--- src/rtl/dfr_dac_spi_ctrl_pkg.sv ---
// ----------------------------------------------------------------------------
// dfr_dac_pkg : shared types, frame constants and the DAC code clamp.  Rev 1.0
// ----------------------------------------------------------------------------
`default_nettype none

package dfr_dac_pkg;

  localparam int          DAC_FRAME_BITS = 16;
  localparam logic [11:0] DAC_CODE_MAX   = 12'hFFF;

  // Frame config bits: unbuffered reference, 1x gain, output active.
  localparam logic BUF    = 1'b0;
  localparam logic GA_N   = 1'b1;
  localparam logic SHDN_N = 1'b1;

  typedef enum logic [2:0] {
    ST_IDLE  = 3'd0,
    ST_SHIFT = 3'd1,
    ST_HOLD  = 3'd2,
    ST_CSHI  = 3'd3,
    ST_LDAC  = 3'd4
  } dac_state_t;

  // Input is sign-extended to 64 bits by the caller, so any DATA_WIDTH <= 64 fits.
  function automatic logic [11:0] dac_clamp(input logic signed [63:0] x);
    if (x < 0)
      return 12'd0;
    else if (x > 64'sd4095)
      return DAC_CODE_MAX;
    else
      return x[11:0];
  endfunction

endpackage

`default_nettype wire

--- src/rtl/dfr_dac_spi_ctrl_if.sv ---
// ----------------------------------------------------------------------------
// dfr_dac_spi_ctrl_if : sample handshake between sequencer and DAC ctrl. Rev 1.0
// ----------------------------------------------------------------------------
`default_nettype none

interface dfr_dac_spi_ctrl_if #(
  parameter int DATA_WIDTH = 32
) ();

  logic                         s_valid;
  logic                         s_ready;
  logic signed [DATA_WIDTH-1:0] s_data;
  logic                         s_chan;
  logic                         done;
  logic                         busy;

  modport master (output s_valid, s_data, s_chan, input s_ready, done, busy);
  modport slave  (input s_valid, s_data, s_chan, output s_ready, done, busy);

endinterface

`default_nettype wire

--- src/rtl/dfr_dac_spi_ctrl_tick.sv ---
// ----------------------------------------------------------------------------
// dac_half_period_tick : one-cycle tick every CLK_DIV cycles while enabled. Rev 1.0
// ----------------------------------------------------------------------------
`default_nettype none

module dac_half_period_tick #(
  parameter int CLK_DIV = 2
) (
  input  wire logic clk,
  input  wire logic rst,
  input  wire logic en,
  output logic      tick
);

  localparam int CW = (CLK_DIV > 1) ? $clog2(CLK_DIV) : 1;
  localparam logic [CW-1:0] C_LAST = CW'(CLK_DIV - 1);

  logic [CW-1:0] cnt;

  always_ff @(posedge clk) begin
    if (rst || !en)
      cnt <= '0;
    else if (cnt == C_LAST)
      cnt <= '0;
    else
      cnt <= cnt + 1'b1;
  end

  assign tick = en && (cnt == C_LAST);

endmodule

`default_nettype wire

--- src/rtl/dfr_dac_spi_ctrl.sv ---
// ----------------------------------------------------------------------------
// dfr_dac_spi_ctrl : clamps a reservoir sample and ships it to the SPI DAC. Rev 1.0
// ----------------------------------------------------------------------------
`default_nettype none

module dfr_dac_spi_ctrl
  import dfr_dac_pkg::*;
#(
  parameter int CLK_DIV     = 2,
  parameter int LDAC_CYCLES = 2,
  parameter int DATA_WIDTH  = 32
) (
  input  wire logic          clk,
  input  wire logic          rst,
  dfr_dac_spi_ctrl_if.slave  s,
  output logic               DAC_CS_N,
  output logic               DAC_SCLK,
  output logic               DAC_DIN,
  output logic               DAC_LDAC_N
);

  localparam int LW = (LDAC_CYCLES > 1) ? $clog2(LDAC_CYCLES) : 1;
  localparam logic [LW-1:0] C_LDAC_LAST = LW'(LDAC_CYCLES - 1);

  dac_state_t                    state;
  logic [DAC_FRAME_BITS-1:0]     shreg;
  logic [3:0]                    bit_cnt;
  logic [LW-1:0]                 ldac_cnt;
  logic                          cs_n, sclk, ldac_n, ready, busy_r, done_r;
  logic                          tick_en, tick;
  logic signed [DATA_WIDTH-1:0]  sample;
  logic [11:0]                   code;

  assign sample  = s.s_data;
  assign code    = dac_clamp(64'(sample));
  assign tick_en = (state == ST_SHIFT) || (state == ST_HOLD) || (state == ST_CSHI);

  dac_half_period_tick #(.CLK_DIV(CLK_DIV)) u_tick (
    .clk  (clk),
    .rst  (rst),
    .en   (tick_en),
    .tick (tick)
  );

  always_ff @(posedge clk) begin
    if (rst) begin
      state    <= ST_IDLE;
      shreg    <= '0;
      bit_cnt  <= '0;
      ldac_cnt <= '0;
      cs_n     <= 1'b1;
      sclk     <= 1'b0;
      ldac_n   <= 1'b1;
      ready    <= 1'b1;
      busy_r   <= 1'b0;
      done_r   <= 1'b0;
    end else begin
      done_r <= 1'b0;
      case (state)
        ST_IDLE: begin
          if (s.s_valid) begin
            state   <= ST_SHIFT;
            shreg   <= {s.s_chan, BUF, GA_N, SHDN_N, code};
            bit_cnt <= '0;
            cs_n    <= 1'b0;
            sclk    <= 1'b0;
            ready   <= 1'b0;
            busy_r  <= 1'b1;
          end
        end
        ST_SHIFT: begin
          // DIN is shreg MSB, so shifting on the falling tick moves DIN only at bit start.
          if (tick) begin
            if (!sclk) begin
              sclk <= 1'b1;
            end else begin
              sclk  <= 1'b0;
              shreg <= {shreg[DAC_FRAME_BITS-2:0], 1'b0};
              if (bit_cnt == 4'd15)
                state <= ST_HOLD;
              else
                bit_cnt <= bit_cnt + 1'b1;
            end
          end
        end
        ST_HOLD: begin
          if (tick) begin
            state <= ST_CSHI;
            cs_n  <= 1'b1;
          end
        end
        ST_CSHI: begin
          if (tick) begin
            state    <= ST_LDAC;
            ldac_n   <= 1'b0;
            ldac_cnt <= '0;
          end
        end
        ST_LDAC: begin
          if (ldac_cnt == C_LDAC_LAST) begin
            state  <= ST_IDLE;
            ldac_n <= 1'b1;
            done_r <= 1'b1;
            ready  <= 1'b1;
            busy_r <= 1'b0;
          end else begin
            ldac_cnt <= ldac_cnt + 1'b1;
          end
        end
        default: state <= ST_IDLE;
      endcase
    end
  end

  assign s.s_ready  = ready;
  assign s.busy     = busy_r;
  assign s.done     = done_r;
  assign DAC_CS_N   = cs_n;
  assign DAC_SCLK   = sclk;
  assign DAC_DIN    = shreg[DAC_FRAME_BITS-1];
  assign DAC_LDAC_N = ldac_n;

endmodule

`default_nettype wire

--- src/flat_wrapper.sv ---
// flat-port wrapper written by rule: the top's interface ports become plain ports
module dfr_dac_spi_ctrl_flat import dfr_dac_pkg::*;
#(
  parameter int CLK_DIV     = 2,
  parameter int LDAC_CYCLES = 2,
  parameter int DATA_WIDTH  = 32
)
  (clk, rst, DAC_CS_N, DAC_SCLK, DAC_DIN, DAC_LDAC_N, s_s_valid, s_s_data, s_s_chan, s_s_ready, s_done, s_busy);
  dfr_dac_spi_ctrl_if #(.DATA_WIDTH(DATA_WIDTH)) s_i ();
  input  wire logic clk;
  input  wire logic rst;
  output logic DAC_CS_N;
  output logic DAC_SCLK;
  output logic DAC_DIN;
  output logic DAC_LDAC_N;
  input wire logic [$bits(s_i.s_valid)-1:0] s_s_valid;
  input wire logic [$bits(s_i.s_data)-1:0] s_s_data;
  input wire logic [$bits(s_i.s_chan)-1:0] s_s_chan;
  output wire logic [$bits(s_i.s_ready)-1:0] s_s_ready;
  output wire logic [$bits(s_i.done)-1:0] s_done;
  output wire logic [$bits(s_i.busy)-1:0] s_busy;
  assign s_i.s_valid = s_s_valid;
  assign s_i.s_data = s_s_data;
  assign s_i.s_chan = s_s_chan;
  assign s_s_ready = s_i.s_ready;
  assign s_done = s_i.done;
  assign s_busy = s_i.busy;
  dfr_dac_spi_ctrl #(.CLK_DIV(CLK_DIV), .LDAC_CYCLES(LDAC_CYCLES), .DATA_WIDTH(DATA_WIDTH)) u_core (.clk(clk), .rst(rst), .s(s_i), .DAC_CS_N(DAC_CS_N), .DAC_SCLK(DAC_SCLK), .DAC_DIN(DAC_DIN), .DAC_LDAC_N(DAC_LDAC_N));
endmodule
--- config.mk ---
export PLATFORM = sky130hd
export DESIGN_NAME = dfr_dac_spi_ctrl_flat
export DESIGN_NICKNAME = d
export VERILOG_FILES = /design/src/rtl/dfr_dac_spi_ctrl_pkg.sv /design/src/rtl/dfr_dac_spi_ctrl_if.sv /design/src/rtl/dfr_dac_spi_ctrl_tick.sv /design/src/rtl/dfr_dac_spi_ctrl.sv /design/src/flat_wrapper.sv
export SDC_FILE = /design/constraint.sdc
export NUM_CORES = 1
export LEC_CHECK = 0
export CAP_MARGIN = 20
export CORE_ASPECT_RATIO = 2
export CORE_MARGIN = 4
export CORE_UTILIZATION = 40
export CTS_CLUSTER_SIZE = 20
export DETAILED_ROUTE_END_ITERATION = 6
export HOLD_SLACK_MARGIN = 0.08
export PLACE_DENSITY = 0.7
export SLEW_MARGIN = 30
export SYNTH_ARGS = -nofsm -noshare
export SYNTH_HDL_FRONTEND = slang
export SYNTH_HIERARCHICAL = 1
export SYNTH_SLANG_ARGS = --single-unit
--- constraint.sdc ---
create_clock -name clk -period 6.6 [get_ports clk]
set_clock_uncertainty 0.1 [all_clocks]
set_input_delay 1.65 -clock clk [delete_from_list [all_inputs] [get_ports clk]]
set_output_delay 1.65 -clock clk [all_outputs]
set_load 0.01 [all_outputs]
# Word-level counts from Yosys, hierarchy flattened
# Index checks and enable logic that the tools add are counted.
# W data, S select, Z words.
[totals] ff_bits=31 word_cells=85 mem_bits_rw=0 latchBits=0 input_bits=36 n_memories=0 mem_bits_ro=0 out_inout_bits=7
[op_classes] div_mod_pow=0 order_cmp=2 n_bitwise=1 mul=0 n_eq_ne=13 n_shift=0 n_reduce_logical=20 add_sub_neg=3 muxes=35
[op_table] operator="$mux W16" n=3
[op_table] operator="$gt A32 B13 Y1 const B" n=1
[op_table] operator="$lt A32 B1 Y1 const B" n=1
[op_table] operator="$pmux W16 S2" n=1
[op_table] operator="$mux W12" n=2
[op_table] operator="$mux W3" n=7
[op_table] operator="$mux W4" n=4
[op_table] operator="$pmux W3 S5" n=1
[op_table] operator="$pmux W1 S2" n=6
[op_table] operator="$reduce_and A3 Y1" n=4
[op_table] operator="$mux W1" n=10
[op_table] operator="$ne A2 B1 Y1 const B" n=5
[op_table] operator="$pmux W4 S2" n=1
[op_table] operator="$reduce_bool A2 Y1" n=4
[op_table] operator="$reduce_and A7 Y1" n=1
[op_table] operator="$eq A3 B2 Y1 const B" n=2
[op_table] operator="$ne A2 B2 Y1 const B" n=3
[op_table] operator="$reduce_and A5 Y1" n=1
[op_table] operator="$add A4 B1 Y4 const B" n=1
[op_table] operator="$eq A4 B4 Y1 const B" n=1
[op_table] operator="$reduce_and A4 Y1" n=1
[op_table] operator="$reduce_or A2 Y1" n=2
[op_table] operator="$eq A3 B1 Y1 const B" n=1
[op_table] operator="$eq A3 B3 Y1 const B" n=1
[op_table] operator="7 further kinds" n=10

# Depth between registers and ports, before layout
# Gate-level depths: netlist (run 1).
[logic_depth] ltp_word=6 mapped_depth=11 mapped_depth_nobuf=7

# Modules after synthesis
# Netlist (run 1), hierarchy kept.
[modules_own_cells] mod="dfr_dac_spi_ctrl" seq_area_each_um2=600.6 cells_per_inst=171 instances=1 area_per_inst_um2=1422.6
[modules_own_cells] mod="dac_half_period_tick" seq_area_each_um2=20.0 cells_per_inst=3 instances=1 area_per_inst_um2=40.0

# Least setup slack after synthesis (run 1)
# OpenSTA, ideal clock, no wires.
[synth_path] kind="input to register" start="in s_s_data[27]" end="reg u_core.shreg[10]" path_stages=4 path_slack_ns=3.643 setup_time_ns=0.148 path_buffers=0 t_arrival_ns=2.709 required_time_ns=6.352 path_cell_list="nor4_1 > nand4_1 > o21ai_0 > a311oi_1"
[synth_between] elab_chain_len=5 word_cells_on_any_way=6 cone_classes="order compare: 2; mux: 4"
[synth_lines] item="start: declaration" line_no="flat_wrapper.sv:17" rtl="input wire logic [$bits(s_i.s_data)-1:0] s_s_data;"
[synth_lines] item="$gt A32 B13 Y1" line_no="dfr_dac_spi_ctrl_pkg.sv:28" rtl="else if (x > 64'sd4095)"
[synth_lines] item="$mux W12" line_no="dfr_dac_spi_ctrl_pkg.sv:28"
[synth_lines] item="$mux W12 *" line_no="dfr_dac_spi_ctrl_pkg.sv:26" rtl="if (x < 0)"
[synth_lines] item="$mux W16 *" line_no="dfr_dac_spi_ctrl.sv:61" rtl="if (s.s_valid) begin"
[synth_lines] item="$pmux W16 S2 *" line_no="dfr_dac_spi_ctrl.sv:59" rtl="case (state)"
[synth_lines] item="end signal: assignment" line_no="dfr_dac_spi_ctrl.sv:63" rtl="shreg <= {s.s_chan, BUF, GA_N, SHDN_N, code};"
[synth_lines] item="end signal: assignment" line_no="dfr_dac_spi_ctrl.sv:78" rtl="shreg <= {shreg[DAC_FRAME_BITS-2:0], 1'b0};"
[synth_lines] item="end: declaration" line_no="dfr_dac_spi_ctrl.sv:26" rtl="logic [DAC_FRAME_BITS-1:0] shreg;"
# Mark *: on every way between the ends. The rest lies on a longest branch, timed or not. The select of a mux whose other input is x is not followed.
# A chain may end at the register's enable or synchronous reset.

# Worst setup path after layout (run 1)
[layout_path] start="in s_s_data[22]" end="reg u_core.shreg[10]"
# Same word-level chain as after synthesis.

==> results.py, run 1 <==
metrics = {
    "global_route": {
        "gr-usage-all-layers_pct": 16.4,
        "grt_pass1_wl_um": 6010,
        "grt.overflow.total": 0,
        "grt_pass1_vias": 1481,
        "antenna_found_initial": 0,
        "grt_max_degree": 32,
    },
    "critical_path": {
        "end_kind": "flop",
        "worstReg2RegEnd": "u_core/shreg[6]",
        "crit_required_ns": 6.62,
        "crit_fanout": 7,
        "cp_slowest_cell": "o21ai_0",
        "reg2reg_depth": 7,
        "r2r-start": "u_core/state[0]",
        "path_cells": "clkdlybuf4s50_1 -> nor4_1 -> nand4_1 -> o21ai_0 -> a311oi_1",
        "critPathKind": "in2reg",
        "cp-startpoint": "s_s_data[22]",
        "cp.arrival_ns": 3.47,
        "r2r_slack_ns": 4.15,
        "crit_path_start_kind": "input port",
        "slowest_delay_ns": 0.60,
        "cp-endpoint": "u_core/shreg[10]",
    },
    "pwr": {
        "p_seq_share_pct": 50.7,
        "clkPwrFrac_pct": 33.8,
        "power_density_nw_per_um2": 208,
        "swShare_pct": 24.3,
        "irDropWorstVdd_v": 0.000129,
        "total_power_w": 0.000406,
        "p_sw_w": 0.0000986,
        "combinationalPowerShare_pct": 15.5,
        "p_leak_nw": 0.690,
        "p_int_w": 0.000307,
    },
    "finish": {
        "antenna_cells": 0,
        "postLayoutCellArea_um2": 1950,
        "finalNonFillerCells": 258,
        "syn_to_final_growth_pct": 33.5,
        "nets": 246,
        "drive_above_1_share_pct": 5.71,
    },
    "clock_network": {
        "numClockSinks": 31,
        "postCtsSetupRepairBufs": 0,
        "cts_made_buffers": 5,
        "htreeDepth": 2,
        "ctsHoldBuffers": 0,
        "clockBufferDepth": 2,
        "cts_resized": 0,
        "root_buffer": "clkbuf_8",
        "cts_tree": "yes",
        "worstSkewPairLatency_ns": 0.27,
        "clk_pin_slew_worst_paths_ns": 0.06,
    },
    "sta": {
        "min_period_ns": 3.45,
        "worst_pin_slew_ns": 0.855,
        "period_share_pct": 52.3,
        "relSlewSlack_pct": 42.7,
        "setup_viol": 0,
        "drv_slew": 0,
        "rsz0062_at_grt": "no",
        "fin_setup_tns_ns": 0,
        "hold_viol_final": 0,
        "fmax_ghz": 0.289,
    },
    "yosys": {
        "synth.area.mux_share_pct": 1.45,
        "synth_nets": 211,
        "synth-xor-area-share_pct": 1.20,
        "syn_avg_cell_area_um2": 8.41,
        "ys_types": 38,
        "synth.yosys.warnings": 6,
        "synthSimpleGateAreaFrac_pct": 28.9,
        "synth_top_family_by_area": "simple AND/OR/NAND/NOR gates",
        "synth_area_um2": 1460,
        "synth_compound_area_share_pct": 20.6,
        "seq_area_frac_synth_pct": 42.4,
        "synth_cells": 174,
        "synth-adder-area-share_pct": 0.855,
        "ys_ff_latch": 31,
    },
    "die": {
        "dieHeight_um": 93.5,
        "die_w_um": 50.8,
        "rows": 30,
        "core_area_um2": 3450,
        "dieArea_um2": 4750,
        "num_io_pins": 43,
        "initial_utilization_pct": 42.4,
    },
    "outcome": {
        "status": "finished, final reports clean",
    },
    "placement": {
        "hpwl_um": 2860,
        "routabilityCongestion": 0.819,
        "dp_cells": 250,
        "place_area_um2": 1880,
        "portBuffers": 42,
    },
    "detailed_routing": {
        "viasPerCell": 5.71,
        "avgRoutedWirePerCell_um": 14.2,
        "vias": 1474,
        "drc": 0,
        "postRouteAntennaNets": 0,
        "drt_iter0_markers": 49,
        "finalWirelength_um": 3650,
        "drt-pass1-iter-count": 4,
    },
    "run": {
        "cap_violations": 0,
    },
    "hold_path": {
        "hold_class": "reg2reg",
    },
}
[through the flow]
stage	util, %	setup slack [ns]	hold WS [ns]
4_1_cts	56.7	3.10	0.329
5_1_grt	56.6	2.99	0.347
2_1_floorplan	-	3.64	0.300
3_5_place_dp	54.3	2.81	0.320
3_3_place_gp	54.3	2.87	0.313
6_report	56.6	3.15	0.325
[final cells by class]
| class | count | area (um^2) |
|---|---|---|
| Tap cell | 48 | 60.1 |
| Fill cell | 340 | 1500 |
| Timing Repair Buffer | 42 | 415 |
| Multi-Input combinational cell | 129 | 776 |
| Clock buffer | 7 | 76.3 |
| Sequential cell | 31 | 621 |
| Clock inverter | 1 | 5.00 |
[power by group through the flow]
stage / Clock, W / Combinational [W] / Sequential (W)
floorplan: 0 / 0.0000334 / 0.000207
CTS: 0.000143 / 0.0000636 / 0.000205
global placement: 0 / 0.0000621 / 0.000209
finish: 0.000137 / 0.0000628 / 0.000206
global route: 0.000152 / 0.0000696 / 0.000207
detailed placement: 0 / 0.0000635 / 0.000210
[critical path: cells and delay by family]
family | cells | cell delay (ns)
buffers and inverters | 1 | 0.39
AOI/OAI and AO/OA | 2 | 0.80
and+or+nand+nor | 2 | 0.63
[worst min path at each step]
stage | end | from | slack (ns) | depth (start not counted)
6_report | u_core/u_tick/cnt | u_core/u_tick/cnt | 0.33 | 1
5_1_grt | u_core/u_tick/cnt | u_core/u_tick/cnt | 0.35 | 1
4_1_cts | u_core/u_tick/cnt | u_core/u_tick/cnt | 0.33 | 1
3_5_place_dp | u_core/u_tick/cnt | u_core/u_tick/cnt | 0.32 | 1
3_3_place_gp | u_core/u_tick/cnt | u_core/u_tick/cnt | 0.31 | 1
2_1_floorplan | u_core/u_tick/cnt | u_core/u_tick/cnt | 0.30 | 1
[layout by cell type, fill, tap and decap left out, drive strengths merged, types with 5 or more instances in the layout]
cell           Yosys  layout
a21oi             15      15
a22oi              5       5
a311oi             7       7
clkbuf             7       7
clkdlybuf4s50      0      41
dfxtp             31      31
nand2             10      10
nand3              6       6
nor2              17      17
nor3              14      14
nor3b              9       9
o21ai              7       7
o22ai              5       5
[cell families (layout without fill, tap and decap cells)]
| group | Yosys count | in the layout |
|---|---|---|
| AND/OR/NAND/NOR | 77 | 77 |
| adder cells (fa/ha/maj) | 1 | 1 |
| XOR/XNOR | 2 | 2 |
| multiplexers | 2 | 2 |
| AO/OA/AOI/OAI | 47 | 47 |
| buffers and inverters | 14 | 50 |
| flip-flops | 31 | 31 |
[sequential cells by signal, summed over array words and instances (netlist names)]
signal,cells
u_core/state,3
u_core/DAC_SCLK,1
u_core/shreg,16
u_core/s.done,1
u_core/ldac_cnt,1
u_core/bit_cnt,4
u_core/s.s_ready,1
u_core/s.busy,1
u_core/DAC_LDAC_N,1
u_core/DAC_CS_N,1
u_core/u_tick/cnt,1
[synth_stat cells]
master	count	area, um^2
a22oi_1	5	37.5
xor2_1	2	17.5
o21ai_1	2	10.0
and3_1	3	18.8
or3_1	3	18.8
o21ai_0	5	25.0
a311oi_1	7	61.3
nor2b_1	2	12.5
o21bai_1	2	15.0
or4b_4	1	13.8
a21o_1	1	7.51
nand3b_1	1	7.51
nor2_1	17	63.8
nor3_1	14	70.1
nor4b_1	1	8.76
a221oi_1	1	8.76
nor4_1	4	25.0
clkbuf_1	7	26.3
o21a_1	2	15.0
and2_0	1	6.26
dfxtp_1	31	621
o22a_1	1	8.76
a21oi_1	15	75.1
nor3b_1	7	52.6
a31oi_1	1	6.26
buf_2	5	25.0
nand4_1	3	18.8
mux2_2	1	11.3
and2_1	1	6.26
nand3_1	6	30.0
o22ai_1	5	31.3
nor3b_2	2	25.0
ha_1	1	12.5
nand2_1	10	37.5
and2_2	1	7.51
buf_1	1	3.75
mux2i_1	1	10.0
buf_6	1	11.3
[per-layer routing]
metal / global-route usage, % / part of all wire (%)
met1: 14.5 / 34
met2: 30.5 / 55
met3: 3.19 / 5.1
met4: 13.5 / 5.8
met5: 0 / 0
Note: power is estimated with default switching activity, not from simulation.
==> run 2: changes to the inputs <==
==> constraint.sdc (replaced) <==
create_clock -name clk -period 3.2 [get_ports clk]
set_clock_uncertainty 0.1 [all_clocks]
set_input_delay 0.8 -clock clk [delete_from_list [all_inputs] [get_ports clk]]
set_output_delay 0.8 -clock clk [all_outputs]
set_load 0.01 [all_outputs]
==> results.py, run 2 (same netlist as run 1, synthesis figures left out) <==
metrics = {
    "pwr": {
        "power_density_nw_per_um2": 472,
        "swShare_pct": 22.6,
        "p_seq_share_pct": 44.6,
        "p_sw_w": 0.000215,
        "p_int_w": 0.000737,
        "irDropWorstVdd_v": 0.000403,
        "clkPwrFrac_pct": 41.3,
        "p_leak_nw": 0.723,
        "combinationalPowerShare_pct": 14.0,
    },
    "sta": {
        "setup_viol": 0,
        "fmax_ghz": 0.417,
        "relSlewSlack_pct": 43.4,
        "hold_viol_final": 0,
        "setup_slack_ns": 0.804,
        "drv_slew": 0,
        "worst_pin_slew_ns": 0.845,
        "rsz0062_at_grt": "no",
        "period_share_pct": 74.9,
        "min_period_ns": 2.40,
        "fin_setup_tns_ns": 0,
    },
    "detailed_routing": {
        "viasPerCell": 5.54,
        "finalWirelength_um": 3700,
        "drc": 0,
        "postRouteAntennaNets": 0,
        "drt_iter0_markers": 22,
        "drt-pass1-iter-count": 4,
        "avgRoutedWirePerCell_um": 14.2,
        "vias": 1445,
    },
    "die": {
        "die_w_um": 50.8,
        "rows": 30,
        "dieHeight_um": 93.5,
        "num_io_pins": 43,
        "dieArea_um2": 4750,
        "initial_utilization_pct": 42.4,
        "core_area_um2": 3450,
    },
    "clock_network": {
        "cts_resized": 0,
        "worstSkewPairLatency_ns": 0.28,
        "htreeDepth": 2,
        "postCtsSetupRepairBufs": 0,
        "cts_made_buffers": 5,
        "numClockSinks": 31,
        "root_buffer": "clkbuf_8",
        "cts_tree": "yes",
        "ctsHoldBuffers": 0,
        "clk_pin_slew_worst_paths_ns": 0.07,
        "clockBufferDepth": 2,
    },
    "hold_path": {
        "hold_class": "reg2reg",
        "worstHoldStart": "u_core/u_tick/cnt",
        "hold_depth": 1,
        "hold_end": "u_core/u_tick/cnt",
    },
    "finish": {
        "final_cell_mix": "clkdlybuf4s50_1 (42), dfxtp_1 (31), nor2_1 (17)",
        "top_regs": "u_core/shreg x16, u_core/bit_cnt x4, u_core/state x3",
        "antenna_cells": 0,
        "top_register": "u_core/shreg",
        "fin_util_pct": 58.4,
        "nets": 249,
        "finalNonFillerCells": 261,
        "drive_above_1_share_pct": 7.51,
        "syn_to_final_growth_pct": 37.9,
        "filler_cell_count": 328,
        "final_common_cell": "clkdlybuf4s50_1",
        "largest_reg_flops": 16,
    },
    "critical_path": {
        "r2r_slack_ns": 0.80,
        "end_kind": "flop",
        "crit_required_ns": 3.28,
        "path_cells": "nor2_1 -> nor2_1 -> and2_2 -> and3_1 -> o21a_1 -> nor2_1 -> a311oi_1",
        "crit_fanout": 17,
        "cp_common_cell": "nor2_1",
        "crit_family": "simple AND/OR/NAND/NOR gates",
        "cp.arrival_ns": 2.48,
        "crit_buf_inv": 0,
        "critPathKind": "reg2reg",
        "slowest_delay_ns": 0.53,
        "cp_slowest_cell": "dfxtp_1",
        "crit_path_start_kind": "flop",
        "r2r-start": "u_core/state[0]",
        "reg2reg_depth": 7,
        "worstReg2RegEnd": "u_core/shreg[10]",
    },
    "run": {
        "cap_violations": 0,
    },
    "global_route": {
        "grt_pass1_wl_um": 6210,
        "gr-usage-all-layers_pct": 17.1,
        "antenna_found_initial": 0,
        "grt_pass1_vias": 1475,
        "grt.overflow.total": 0,
        "grt_max_degree": 31,
    },
    "outcome": {
        "status": "finished, final reports clean",
    },
    "placement": {
        "dp_cells": 253,
        "pre_cts_ws_ns": 0.574,
        "routabilityCongestion": 0.811,
        "portBuffers": 42,
        "hpwl_um": 2870,
    },
}
## run 2: layout make-up
cell class | count | area (um^2) | area share, %
clock inverter | 2 | 35.0 | 1.74
timing repair buffer | 45 | 443 | 22.0
sequential | 31 | 621 | 30.8
tap | 48 | 60.1 | 2.98
clock buffer | 6 | 82.6 | 4.09
multi-input combinational | 129 | 776 | 38.5
## run 2: routing by layer
layer,GRT usage (%),wire length [um],vias to the layer above
li1,-,-,720
met1,14.8,1290,664
met2,33.7,2070,53
met3,3.67,199,8
met4,10.3,138,0
met5,0,0,-
## run 2: through the flow
step | cell area (um^2) | total power, W | hold WS (ns)
after floorplan | 1460 | 0.000497 | 0.300
after global placement | 1900 | 0.000563 | 0.316
after detailed placement | 1900 | 0.000567 | 0.323
after CTS | 2020 | 0.000962 | 0.337
after global routing | 2020 | 0.000991 | 0.348
final | 2020 | 0.000952 | 0.334
## run 2: power by group through the flow
| stage | combinational (W) | clock (W) | sequential [W] |
|---|---|---|---|
| final | 0.000134 | 0.000394 | 0.000425 |
| after global routing | 0.000148 | 0.000417 | 0.000426 |
| after CTS | 0.000135 | 0.000403 | 0.000424 |
| after detailed placement | 0.000134 | 0 | 0.000433 |
| after global placement | 0.000131 | 0 | 0.000432 |
| after floorplan | 0.0000688 | 0 | 0.000428 |
## run 2: worst max path at each step
| stage | from | endpoint | slack, ns | cells after the start |
|---|---|---|---|---|
| floorplan | u_core/state[0] | u_core/shreg[10] | 1.07 | 10 |
| global placement | s_s_valid | u_core/shreg[0] | 0.61 | 4 |
| detailed placement | s_s_data[26] | u_core/shreg[11] | 0.57 | 6 |
| CTS | u_core/state[0] | u_core/shreg[11] | 0.83 | 7 |
| global route | u_core/state[1] | u_core/shreg[11] | 0.54 | 7 |
| finish | u_core/state[0] | u_core/shreg[10] | 0.80 | 7 |
## run 2: worst reg2reg max path, delay by kind of cell, from the launching register on
family / cells / cell delay, ns
AO/OA/AOI/OAI: 2 / 0.76
flip-flops: 1 / 0.53
AND/OR/NAND/NOR: 5 / 0.90
==> RTL edit, RTL diff (settings of run 1) <==
Encoding of `dac_state_t`: now one-hot (5 bits for 5 states).
--- a/src/rtl/dfr_dac_spi_ctrl_pkg.sv
+++ b/src/rtl/dfr_dac_spi_ctrl_pkg.sv
@@ -13,12 +13,12 @@
   localparam logic GA_N   = 1'b1;
   localparam logic SHDN_N = 1'b1;
 
-  typedef enum logic [2:0] {
-    ST_IDLE  = 3'd0,
-    ST_SHIFT = 3'd1,
-    ST_HOLD  = 3'd2,
-    ST_CSHI  = 3'd3,
-    ST_LDAC  = 3'd4
+  typedef enum logic [4:0] {
+    ST_IDLE  = 5'b00001,
+    ST_SHIFT = 5'b00010,
+    ST_HOLD  = 5'b00100,
+    ST_CSHI  = 5'b01000,
+    ST_LDAC  = 5'b10000
   } dac_state_t;
 
   // Input is sign-extended to 64 bits by the caller, so any DATA_WIDTH <= 64 fits.
Function: same outputs for any inputs over 10 cycles, from zero or initial values and one cycle with rst high; not proved beyond that.
==> RTL edit against run 1 <==
Synthesized area up 16%. Cell area is 14% higher. Total power up 32%. Sequential cell count grew 2. Cell count is 9.3% higher. Critical endpoint is now u_core/shreg[8]. Die area up 14%. Non-clock buffer count rose by 1. Routed wire length rose by 13%. Worst setup slack improved by 0.22 ns.
==> RTL edit: results (changes against run 1) <==
[setup_path]
cp-startpoint = s_s_data[26]
crit_path_end = u_core/shreg[8]
regToRegEndpoint = u_core/shreg[9]
cp_top_family = simple AND/OR/NAND/NOR gates
cp_max_fo = 12  ; +5
r2r_cells = 8  ; +1

[global_route]
grt_util_met2 = 0.311  ; +0.00663
track_usage = 0.171  ; +0.00602
grt_max_degree = 28  ; -13%
grt_pass1_wl_um = 6850  ; +14%
use_met3 = 0.0297  ; -0.00218
gr-usage-met1 = 0.168  ; +0.0227

[routing]
vias_per_cell = 5.78  ; +1.2%
met1_length_um = 1510  ; +22%
met2WireLength_um = 2300  ; +14%

[place]
post-dp-hpwl_um = 3150  ; +10%
gp_congestion = 0.845  ; +3.2%

[layout]
n_all_inverters = 5  ; +5
reg_top3 = u_core/shreg (16), u_core/state (5), u_core/bit_cnt (4)
multi_input_area_share = 0.421  ; +0.0235
fin_area_sq_um = 2220  ; +14%
nFillCells = 374  ; +10%
seq_share = 0.297  ; -0.0208

[yosys]
postSynthAreaPerCell_sq_um = 8.75  ; +4.1%
synth-seq-area-share = 0.389  ; -0.0352
synth_xor_area_frac = 0.0103  ; -0.00166
ys_top_cells_by_area = dfxtp_1, nor3_1, a2bb2oi_1

[pwr]
pg_comb_uw = 112  ; +78%
vdd_ir_drop_max_uv = 136  ; +5.5%
p_leak_nw = 0.772  ; +12%

[floorplanning]
die_w_um = 54.1  ; +6.5%

[sta]
fin_crit_sh = 0.490  ; -0.0338

[status]
status = finished clean

==> RTL edit: worst reg2reg max path, delay by kind of cell (launching register included) <==
family | cells | cell delay (ns)
flip-flops | 1 | 0.58
AO/OA/AOI/OAI | 2 | 0.87
XOR/XNOR | 1 | 0.18
buffers and inverters | 1 | 0.07
AND/OR/NAND/NOR | 4 | 0.81
==> RTL edit: how the worst min path moves through the flow <==
| stage | endpoint | cells after the start | startpoint |
|---|---|---|---|
| 6_report | u_core/u_tick/cnt | 1 | u_core/u_tick/cnt |
| 5_1_grt | u_core/u_tick/cnt | 1 | u_core/u_tick/cnt |
| 2_1_floorplan | u_core/u_tick/cnt | 1 | u_core/u_tick/cnt |
| 4_1_cts | u_core/u_tick/cnt | 1 | u_core/u_tick/cnt |
| 3_5_place_dp | u_core/u_tick/cnt | 1 | u_core/u_tick/cnt |
| 3_3_place_gp | u_core/u_tick/cnt | 1 | u_core/u_tick/cnt |
